<file path="config.mk">
export PLATFORM = sky130hd
export DESIGN_NAME = pc_fetch_unit_flat
export DESIGN_NICKNAME = d
export VERILOG_FILES = /design/src/rtl/fetch_pkg.sv /design/src/rtl/instructions_pkg.sv /design/src/rtl/pc_fetch_unit_if.sv /design/src/rtl/pc_next_calc.sv /design/src/rtl/pc_fetch_unit.sv /design/src/flat_wrapper.sv
export SDC_FILE = /design/constraint.sdc
export NUM_CORES = 1
export LEC_CHECK = 0
export CAP_MARGIN = 30
export CORE_MARGIN = 2
export CORE_UTILIZATION = 39
export CTS_BUF_LIST = sky130_fd_sc_hd__clkbuf_4 sky130_fd_sc_hd__clkbuf_8 sky130_fd_sc_hd__clkbuf_16
export DETAILED_ROUTE_END_ITERATION = 12
export PLACE_DENSITY = 0.81
export SLEW_MARGIN = 20
export SYNTH_ARGS = -nofsm -noshare
export SYNTH_HDL_FRONTEND = slang
export SYNTH_SLANG_ARGS = --single-unit
</file>
<file path="constraint.sdc">
create_clock -name clk -period 1.9 [get_ports clk]
set_input_delay 0.19 -clock clk [delete_from_list [all_inputs] [get_ports clk]]
set_output_delay 0.19 -clock clk [all_outputs]
set_load 0.01 [all_outputs]
</file>
<file path="src/rtl/fetch_pkg.sv">
// fetch_pkg: fetch FSM states and fetch-unit constants.
package fetch_pkg;
    typedef enum logic [2:0] {
        FETCH_REQ,
        FETCH_WAIT,
        FETCH_HOLD,
        FETCH_EXEC,
        FETCH_FAULT
    } fetch_state_t;
    localparam logic [31:0] NOP_INSTR            = 32'h0000_0013;
    localparam logic [31:0] DEFAULT_RESET_VECTOR = 32'h0000_0000;
endpackage

</file>
<file path="src/rtl/instructions_pkg.sv">
// instructions_pkg: decode-side selector for the next-PC source.
package instructions_pkg;
    typedef enum logic [0:0] {
        PC_INPUT_PC_PLUS_4,
        PC_INPUT_ALU
    } pc_input_sel_t;
endpackage

</file>
<file path="src/rtl/pc_fetch_unit_if.sv">
// pc_fetch_unit_if: control, instruction-memory and decode handshake signals of the fetch unit.
interface pc_fetch_unit_if;
    instructions_pkg::pc_input_sel_t pc_input_sel;
    logic [31:0] alu_result;
    logic        pc_update;
    logic        imem_req_valid;
    logic        imem_req_ready;
    logic [31:0] imem_req_addr;
    logic        imem_resp_valid;
    logic [31:0] imem_resp_data;
    logic        instr_valid;
    logic        instr_ready;
    logic [31:0] instr_out;
    logic [31:0] instr_pc;
    logic [31:0] pc_plus_4;
    logic        fetch_fault;
    modport master (
        input  pc_input_sel, alu_result, pc_update, imem_req_ready, imem_resp_valid,
               imem_resp_data, instr_ready,
        output imem_req_valid, imem_req_addr, instr_valid, instr_out, instr_pc,
               pc_plus_4, fetch_fault
    );
    modport slave (
        output pc_input_sel, alu_result, pc_update, imem_req_ready, imem_resp_valid,
               imem_resp_data, instr_ready,
        input  imem_req_valid, imem_req_addr, instr_valid, instr_out, instr_pc,
               pc_plus_4, fetch_fault
    );
endinterface

</file>
<file path="src/rtl/pc_next_calc.sv">
// pc_next_calc: next-PC mux and jump-target alignment check.
module pc_next_calc
    import instructions_pkg::*;
(
    input  logic [31:0]   pc,
    input  pc_input_sel_t pc_input_sel,
    input  logic [31:0]   alu_result,
    output logic [31:0]   next_pc,
    output logic          misaligned
);
    assign next_pc    = pc_input_sel == PC_INPUT_ALU ? alu_result & ~32'h1 : pc + 32'd4;
    assign misaligned = pc_input_sel == PC_INPUT_ALU && alu_result[1];
endmodule

</file>
<file path="src/rtl/pc_fetch_unit.sv">
// pc_fetch_unit: single-outstanding instruction fetch with decode hand-off and sticky misaligned-target fault.
module pc_fetch_unit
    import fetch_pkg::*;
#(
    parameter logic [31:0] RESET_VECTOR = DEFAULT_RESET_VECTOR
) (
    input logic             clk,
    input logic             reset,
    pc_fetch_unit_if.master bus
);
    fetch_state_t state, state_next;
    logic [31:0] pc, next_pc, instr_out, instr_pc;
    logic        misaligned, capture, load_pc, set_fault, fetch_fault;

    pc_next_calc u_next (
        .pc           (pc),
        .pc_input_sel (bus.pc_input_sel),
        .alu_result   (bus.alu_result),
        .next_pc      (next_pc),
        .misaligned   (misaligned)
    );

    always_ff @(posedge clk)
        state <= reset ? FETCH_REQ : state_next;

    always_comb begin
        state_next = state;
        capture    = 1'b0;
        load_pc    = 1'b0;
        set_fault  = 1'b0;
        case (state)
            FETCH_REQ:  state_next = bus.imem_req_ready ? FETCH_WAIT : FETCH_REQ;
            FETCH_WAIT: begin
                capture    = bus.imem_resp_valid;
                state_next = bus.imem_resp_valid ? FETCH_HOLD : FETCH_WAIT;
            end
            FETCH_HOLD: state_next = bus.instr_ready ? FETCH_EXEC : FETCH_HOLD;
            FETCH_EXEC: begin
                load_pc    = bus.pc_update && !misaligned;
                set_fault  = bus.pc_update && misaligned;
                state_next = !bus.pc_update ? FETCH_EXEC : misaligned ? FETCH_FAULT : FETCH_REQ;
            end
            default:    state_next = FETCH_FAULT;
        endcase
    end

    always_ff @(posedge clk) begin
        if (reset) begin
            pc          <= RESET_VECTOR;
            instr_out   <= NOP_INSTR;
            instr_pc    <= RESET_VECTOR;
            fetch_fault <= 1'b0;
        end else begin
            if (load_pc) pc <= next_pc;
            if (capture) begin
                instr_out <= bus.imem_resp_data;
                instr_pc  <= pc;
            end
            if (set_fault) fetch_fault <= 1'b1;
        end
    end

    // Request is suppressed while reset is held so memory never sees a fetch in the reset cycle.
    assign bus.imem_req_valid = state == FETCH_REQ && !reset;
    assign bus.imem_req_addr  = pc;
    assign bus.instr_valid    = state == FETCH_HOLD;
    assign bus.instr_out      = instr_out;
    assign bus.instr_pc       = instr_pc;
    assign bus.pc_plus_4      = instr_pc + 32'd4;
    assign bus.fetch_fault    = fetch_fault;
endmodule

</file>
<file path="src/flat_wrapper.sv">
// flat-port wrapper written by rule: the top's interface ports become plain ports
module pc_fetch_unit_flat import fetch_pkg::*;
#(
    parameter logic [31:0] RESET_VECTOR = DEFAULT_RESET_VECTOR
)
  (clk, reset, bus_pc_input_sel, bus_alu_result, bus_pc_update, bus_imem_req_ready, bus_imem_resp_valid, bus_imem_resp_data, bus_instr_ready, bus_imem_req_valid, bus_imem_req_addr, bus_instr_valid, bus_instr_out, bus_instr_pc, bus_pc_plus_4, bus_fetch_fault);
  pc_fetch_unit_if bus_i ();
  input logic clk;
  input logic reset;
  input wire logic [$bits(bus_i.pc_input_sel)-1:0] bus_pc_input_sel;
  input wire logic [$bits(bus_i.alu_result)-1:0] bus_alu_result;
  input wire logic [$bits(bus_i.pc_update)-1:0] bus_pc_update;
  input wire logic [$bits(bus_i.imem_req_ready)-1:0] bus_imem_req_ready;
  input wire logic [$bits(bus_i.imem_resp_valid)-1:0] bus_imem_resp_valid;
  input wire logic [$bits(bus_i.imem_resp_data)-1:0] bus_imem_resp_data;
  input wire logic [$bits(bus_i.instr_ready)-1:0] bus_instr_ready;
  output wire logic [$bits(bus_i.imem_req_valid)-1:0] bus_imem_req_valid;
  output wire logic [$bits(bus_i.imem_req_addr)-1:0] bus_imem_req_addr;
  output wire logic [$bits(bus_i.instr_valid)-1:0] bus_instr_valid;
  output wire logic [$bits(bus_i.instr_out)-1:0] bus_instr_out;
  output wire logic [$bits(bus_i.instr_pc)-1:0] bus_instr_pc;
  output wire logic [$bits(bus_i.pc_plus_4)-1:0] bus_pc_plus_4;
  output wire logic [$bits(bus_i.fetch_fault)-1:0] bus_fetch_fault;
  assign bus_i.pc_input_sel = bus_pc_input_sel;
  assign bus_i.alu_result = bus_alu_result;
  assign bus_i.pc_update = bus_pc_update;
  assign bus_i.imem_req_ready = bus_imem_req_ready;
  assign bus_i.imem_resp_valid = bus_imem_resp_valid;
  assign bus_i.imem_resp_data = bus_imem_resp_data;
  assign bus_i.instr_ready = bus_instr_ready;
  assign bus_imem_req_valid = bus_i.imem_req_valid;
  assign bus_imem_req_addr = bus_i.imem_req_addr;
  assign bus_instr_valid = bus_i.instr_valid;
  assign bus_instr_out = bus_i.instr_out;
  assign bus_instr_pc = bus_i.instr_pc;
  assign bus_pc_plus_4 = bus_i.pc_plus_4;
  assign bus_fetch_fault = bus_i.fetch_fault;
  pc_fetch_unit #(.RESET_VECTOR(RESET_VECTOR)) u_core (.clk(clk), .reset(reset), .bus(bus_i));
endmodule
</file>
==> results of run 1 <==
-- per-layer routing --
layer,share of wire,GRT usage
met1,0.42,0.307
met5,0,0
met3,0.085,0.0549
met2,0.47,0.396
met4,0.019,0.0802
-- worst register-to-register path: stages (launching register included) --
cell	delay, ns
dfxtp_1	0.41
nand3_1	0.20
nor3_2	0.33
buf_4	0.21
and3_1	0.20
a2bb2oi_1	0.08
o221a_1	0.24
-- through the flow --
stage / cell area (um2) / cells / TNS (ns)
after CTS: 8040 / 1087 / -1.65
after global routing: 8140 / 1089 / -4.18
after detailed placement: 7580 / 1055 / -1.77
final: 8140 / 1089 / -2.35
after floorplan: 4890 / 649 / -0.00845
after global placement: 7580 / 1055 / -1.31
-- timing repair --
| item | 4_1_cts | 5_1_grt |
|---|---|---|
| buffers inserted | 16 | 3 |
| resized for setup | 125 | 20 |
| endpoints found under the setup margin | 28 | 31 |
| pin swaps | 21 | 21 |
-- synthesized netlist by cell type, types with 3 or more instances --
| library cell | n | area share |
|---|---|---|
| mux2i_1 | 5 | 0.010 |
| buf_2 | 3 | 0.0031 |
| a31oi_1 | 8 | 0.010 |
| and3_1 | 21 | 0.027 |
| a211oi_1 | 9 | 0.014 |
| a32o_1 | 3 | 0.0062 |
| nand4_1 | 15 | 0.019 |
| nor2_1 | 31 | 0.024 |
| nand3_1 | 33 | 0.034 |
| o22ai_1 | 3 | 0.0038 |
| and4_1 | 6 | 0.011 |
| inv_1 | 5 | 0.0038 |
| a22oi_1 | 7 | 0.011 |
| dfxtp_1 | 98 | 0.40 |
| a21oi_1 | 83 | 0.085 |
| o21ai_0 | 7 | 0.0072 |
| o21ai_1 | 10 | 0.010 |
| nand2_1 | 167 | 0.13 |
| o31ai_1 | 4 | 0.0062 |
| clkbuf_1 | 39 | 0.030 |
| xor2_1 | 7 | 0.013 |
| xnor2_1 | 21 | 0.038 |
| buf_4 | 4 | 0.0062 |
| or3_1 | 5 | 0.0064 |
| nor3_1 | 7 | 0.0072 |
-- power breakdown --
group / total, mW / switching [mW] / internal, mW
sequential: 2.13 / 0.0312 / 2.10
clock: 2.25 / 0.814 / 1.43
combinational: 0.545 / 0.258 / 0.288
total: 4.92 / 1.10 / 3.82
-- cell type report --
type / count / area, um2
fillers: 991 / 3980
flip-flops and latches: 98 / 1970
repair buffers: 304 / 2720
clock inverters: 7 / 146
inverters: 6 / 22.5
multi-input cells: 497 / 2840
clock buffers: 9 / 225
well taps: 168 / 210
-- logic make-up (layout without fill, tap and decap cells) --
| group | after synthesis | in the layout | share of synthesized area |
|---|---|---|---|
| AOI/OAI and AO/OA | 154 | 154 | 0.190 |
| DFF | 98 | 98 | 0.402 |
| xor gates and xnor gates | 28 | 28 | 0.0503 |
| adders and majority gates | 2 | 2 | 0.00513 |
| other | 1 | 3 | 0.000769 |
| and+or+nand+nor | 305 | 305 | 0.295 |
| muxes | 5 | 5 | 0.0103 |
| buffers and inverters | 54 | 326 | 0.0469 |
-- state kept, by name, indices dropped and copies added (netlist names) --
| register | flops |
|---|---|
| u_core.bus.instr_out | 32 |
| u_core.bus.imem_req_addr | 31 |
| u_core.bus.instr_pc | 31 |
| u_core.state | 3 |
| u_core.bus.fetch_fault | 1 |
-- path summary, 6_finish.rpt --
path | from | endpoint | cells after the start
setup / recovery | u_core.bus.instr_pc[3] | bus_pc_plus_4[31] | 9
hold / removal | reset | u_core.state[0] | 2
setup reg to reg | u_core.bus.imem_req_addr[10] | u_core.bus.imem_req_addr[21] | 6
hold reg to reg | u_core.bus.instr_out[17] | u_core.bus.instr_out[17] | 2
-- cells in the final DEF, fill, tap and decap left out, types with 8 or more instances in the layout --
master / n
a211oi_1: 8
a21oi_1: 82
a31oi_1: 8
and3_1: 20
buf_2: 25
buf_4: 95
buf_6: 9
clkbuf_16: 9
clkdlybuf4s50_1: 168
dfxtp_1: 91
nand2_1: 163
nand3_1: 29
nand4_1: 15
nor2_1: 25
o21ai_1: 10
xnor2_1: 20
==> flow_metrics.tcl, run 1 <==
set metrics [dict create \
    ant_nets 0 \
    cpMaxStageDelayCell "dfxtp_4" \
    diodes 0 \
    ys.flop_type "dfxtp_1" \
    drtPass1Iterations 5 \
    htreeDepth 3 \
    avgSynthCellArea_um2 7.54 \
    grt_pass1_vias 5173 \
    routabilityCongestion 0.888 \
    fp.dieH_um 116 \
    cts_tree "done" \
    drc_errors 0 \
    wl_per_cell_um 15.3 \
    seq_area_frac_synth 0.402 \
    p_leak_nw 3.16 \
    status "complete, but fails checks" \
    arrival_ns 1.90 \
    grt_pass1_wl_mm 25.6 \
    num_io_pins 202 \
    violations "negative setup slack" \
    synth_cells 647 \
    hold_viol 0 \
    area_delta_synth_final_pct 66.8 \
    crit_required_ns 1.71 \
    hold_buffers 0 \
    critPathTopFamily "buffers and inverters" \
    final.setup.worst_slack_ns -0.186 \
    drv_slew 0 \
    start_kind "flop" \
    grtUsageTotal 0.238 \
    rows 40 \
    worst_hold_slack_ns 0.188 \
    worst_clock_skew_ns 0.00710 \
    maxCapViolCount 0 \
    grt_max_degree 76 \
    drt_wl_total_mm 16.7 \
    clockBufferDepth 2 \
    syn_area_um2 4880 \
    yosysWarnings 0 \
    synth-seq-cells 98 \
    rrSetupSlack_ns 0.12 \
    yosysUniqueCellTypes 58 \
    antenna_found_initial 0 \
    crit_type "flop to primary output" \
    die_area_um2 13400 \
    drtIter0Drc 478 \
    layout_min_cycle_time_ns 2.09 \
    critPathCaptureType "primary output" \
    dp_slack_ns -0.166 \
    dpl.hpwl_mm 11.9 \
    clockRootBuffer "clkbuf_16" \
    hold_class "primary input to flop" \
    clk_latency_ns 0.34 \
    postLayoutCoreUtil 0.672 \
    drive_gt1_frac 0.203 \
    cp_num_buf_inv 4 \
    grt_overflow 0 \
    cts.sinks 98 \
    cp_common_cell "buf_6" \
    drt-vias-per-instance 5.21 \
    vias 5677 \
    fmax_mhz 479 \
    path_cells "buf_6 -> nand3_2 -> nor4_2 -> buf_4 -> buf_6 -> nand2_2 -> nor2_2 -> xor2_1 -> buf_2" \
    start_util 0.403 \
    finalPower_mw 4.92 \
    p_per_area_nw_per_um2 605 \
    core_um2 12100 \
    max_stage_delay_ns 0.37 \
    rsz0062_at_grt "true" \
    cp_max_fo 3 \
    nNetsFinal 989 \
    synth_edf_count 0 \
    cts_buffers 9 \
    vdd_drop_max_mv 0.441 \
    fin_crit_sh 1.10 \
    async_flop_share 0 \
    setup_viol 19 \
    portBuffers 197 \
    die_x_um 116 \
    clk_pin_slew_ns 0.07 \
]
Note: power is estimated with default switching activity, not from simulation.
==> run 2, diff against run 1 <==
- CTS_BUF_LIST: sky130_fd_sc_hd__clkbuf_4 sky130_fd_sc_hd__clkbuf_8 sky130_fd_sc_hd__clkbuf_16 -> not set
==> results of run 2 <==
Final layout, timing and power as in run 1 (identical DEF).
==> run 3, diff against run 2 <==
- CORE_UTILIZATION: 39 -> 35
- PLACE_DENSITY: 0.81 -> 0.74
==> flow_metrics.tcl, run 3 (synthesis results as in run 1) <==
set metrics [dict create \
    status "complete, but fails checks" \
    violations "negative setup slack" \
    area_delta_synth_final_pct 65.2 \
    fmax_mhz 472 \
    critPathCaptureType "primary output" \
    start_util 0.355 \
    htreeDepth 3 \
    clk_pin_slew_ns 0.06 \
    crit_type "flop to primary output" \
    mostFrequentLayoutCells "clkdlybuf4s50_1, nand2_1, buf_4, dfxtp_1, a21oi_1" \
    final.setup.worst_slack_ns -0.220 \
    maxCapViolCount 0 \
    hold_viol 0 \
    clk_latency_ns 0.35 \
    drc_errors 0 \
    rows 43 \
    worst_hold_slack_ns 0.247 \
    post_dp_cell_area_um2 7580 \
    wl_per_cell_um 15.3 \
    regMostFlops "u_core.bus.instr_out" \
    drt-vias-per-instance 5.13 \
    grt_pass1_wl_mm 25.8 \
    layout_min_cycle_time_ns 2.12 \
    grt_overflow 0 \
    postLayoutCoreUtil 0.587 \
    crit_required_ns 1.71 \
    drive_gt1_frac 0.205 \
    grt_max_degree 64 \
    diodes 0 \
    power_switching_mw 1.04 \
    pwr-share-seq 0.480 \
    grt_pass1_vias 5202 \
    final_cells 1102 \
    worst_clock_skew_ns 0.00983 \
    cts_buffers 9 \
    grtUsageTotal 0.218 \
    p_per_area_nw_per_um2 550 \
    cts_tree "done" \
    fin_tns_setup_ns -2.21 \
    antenna_found_initial 0 \
    arrival_ns 1.93 \
    cts.sinks 98 \
    drt_wl_total_mm 16.9 \
    p_leak_nw 3.10 \
    r2r_start "u_core.bus.imem_req_addr[3]" \
    die_area_um2 14900 \
    setup_viol 18 \
    hp-start "bus_pc_input_sel" \
    dpl.hpwl_mm 12.1 \
    finalPower_mw 4.43 \
    rsz0062_at_grt "true" \
    cp_max_fo 6 \
    start_kind "flop" \
    clockBufferDepth 2 \
    cp-startpoint "u_core.bus.instr_pc[3]" \
    portBuffers 197 \
    fp.dieH_um 122 \
    combPwrFrac 0.123 \
    drtPass1Iterations 7 \
    final_common_cell "clkdlybuf4s50_1" \
    ant_nets 0 \
    routabilityCongestion 0.866 \
    drtIter0Drc 404 \
    dp.cells 1066 \
    nNetsFinal 992 \
    vias 5650 \
    clockPowerShare 0.396 \
    clockRootBuffer "clkbuf_16" \
    drv_slew 0 \
    hold_class "primary input to flop" \
    internal-power_mw 3.39 \
    largest_register_ffs 32 \
    die_x_um 122 \
    vdd_drop_max_mv 0.348 \
    sw_frac_of_total 0.235 \
    dp_slack_ns -0.241 \
    num_io_pins 202 \
    fin_crit_sh 1.12 \
    fin_area_um2 8060 \
    core_um2 13700 \
]
-- run 3: cell count changes in the layout (fill, tap and decap cells not counted), moves of 3 or more --
cell / previous run / this run
dfxtp_1: 91 / 87
dfxtp_2: 6 / 10
inv_6: 3 / 0
buf_4: 95 / 99
bufinv_16: 4 / 1
-- run 3: power groups by stage --
stage	Clock, mW	Sequential (mW)	Combinational [mW]
2_1_floorplan	0	2.19	0.210
3_3_place_gp	0	2.17	0.544
3_5_place_dp	0	2.18	0.545
4_1_cts	1.79	2.13	0.548
5_1_grt	1.88	2.13	0.594
6_report	1.76	2.13	0.547
-- run 3: area by class of cell --
cell class	count	area, um2
flip-flops and latches	98	1980
inverters	6	22.5
fillers	1269	5660
clock inverters	3	42.5
repair buffers	307	2730
clock buffers	11	233
multi-input cells	497	2830
well taps	180	225
-- run 3: routing by layer --
metal | GRT usage | wire length [um]
met5 | 0 | 0
met4 | 0.0733 | 205
met3 | 0.0604 | 1420
met2 | 0.355 | 7910
met1 | 0.278 | 7330
-- run 3: final timing paths --
| path | to | slack, ns | depth (start not counted) |
|---|---|---|---|
| setup / recovery | bus_pc_plus_4[28] | -0.22 | 9 |
| hold / removal | u_core.bus.fetch_fault | 0.25 | 3 |
| setup reg to reg | u_core.bus.imem_req_addr[10] | 0.09 | 7 |
| hold reg to reg | u_core.bus.instr_out[21] | 0.45 | 2 |
-- run 3: repair_timing --
| item | 4_1_cts | 5_1_grt |
|---|---|---|
| endpoints found under the setup margin | 28 | 31 |
| setup buffers | 19 | 3 |
| gates resized for setup | 124 | 21 |
| hold buffers | 0 | 0 |
| pin swaps | 23 | 12 |
-- run 3: worst max-delay path: stages (launching register included) --
cell	delay (ns)
dfxtp_2	0.35
ha_4	0.14
nand2_2	0.04
nor4_2	0.28
buf_4	0.20
buf_6	0.10
buf_6	0.08
nand4_1	0.09
xnor2_1	0.16
buf_2	0.14
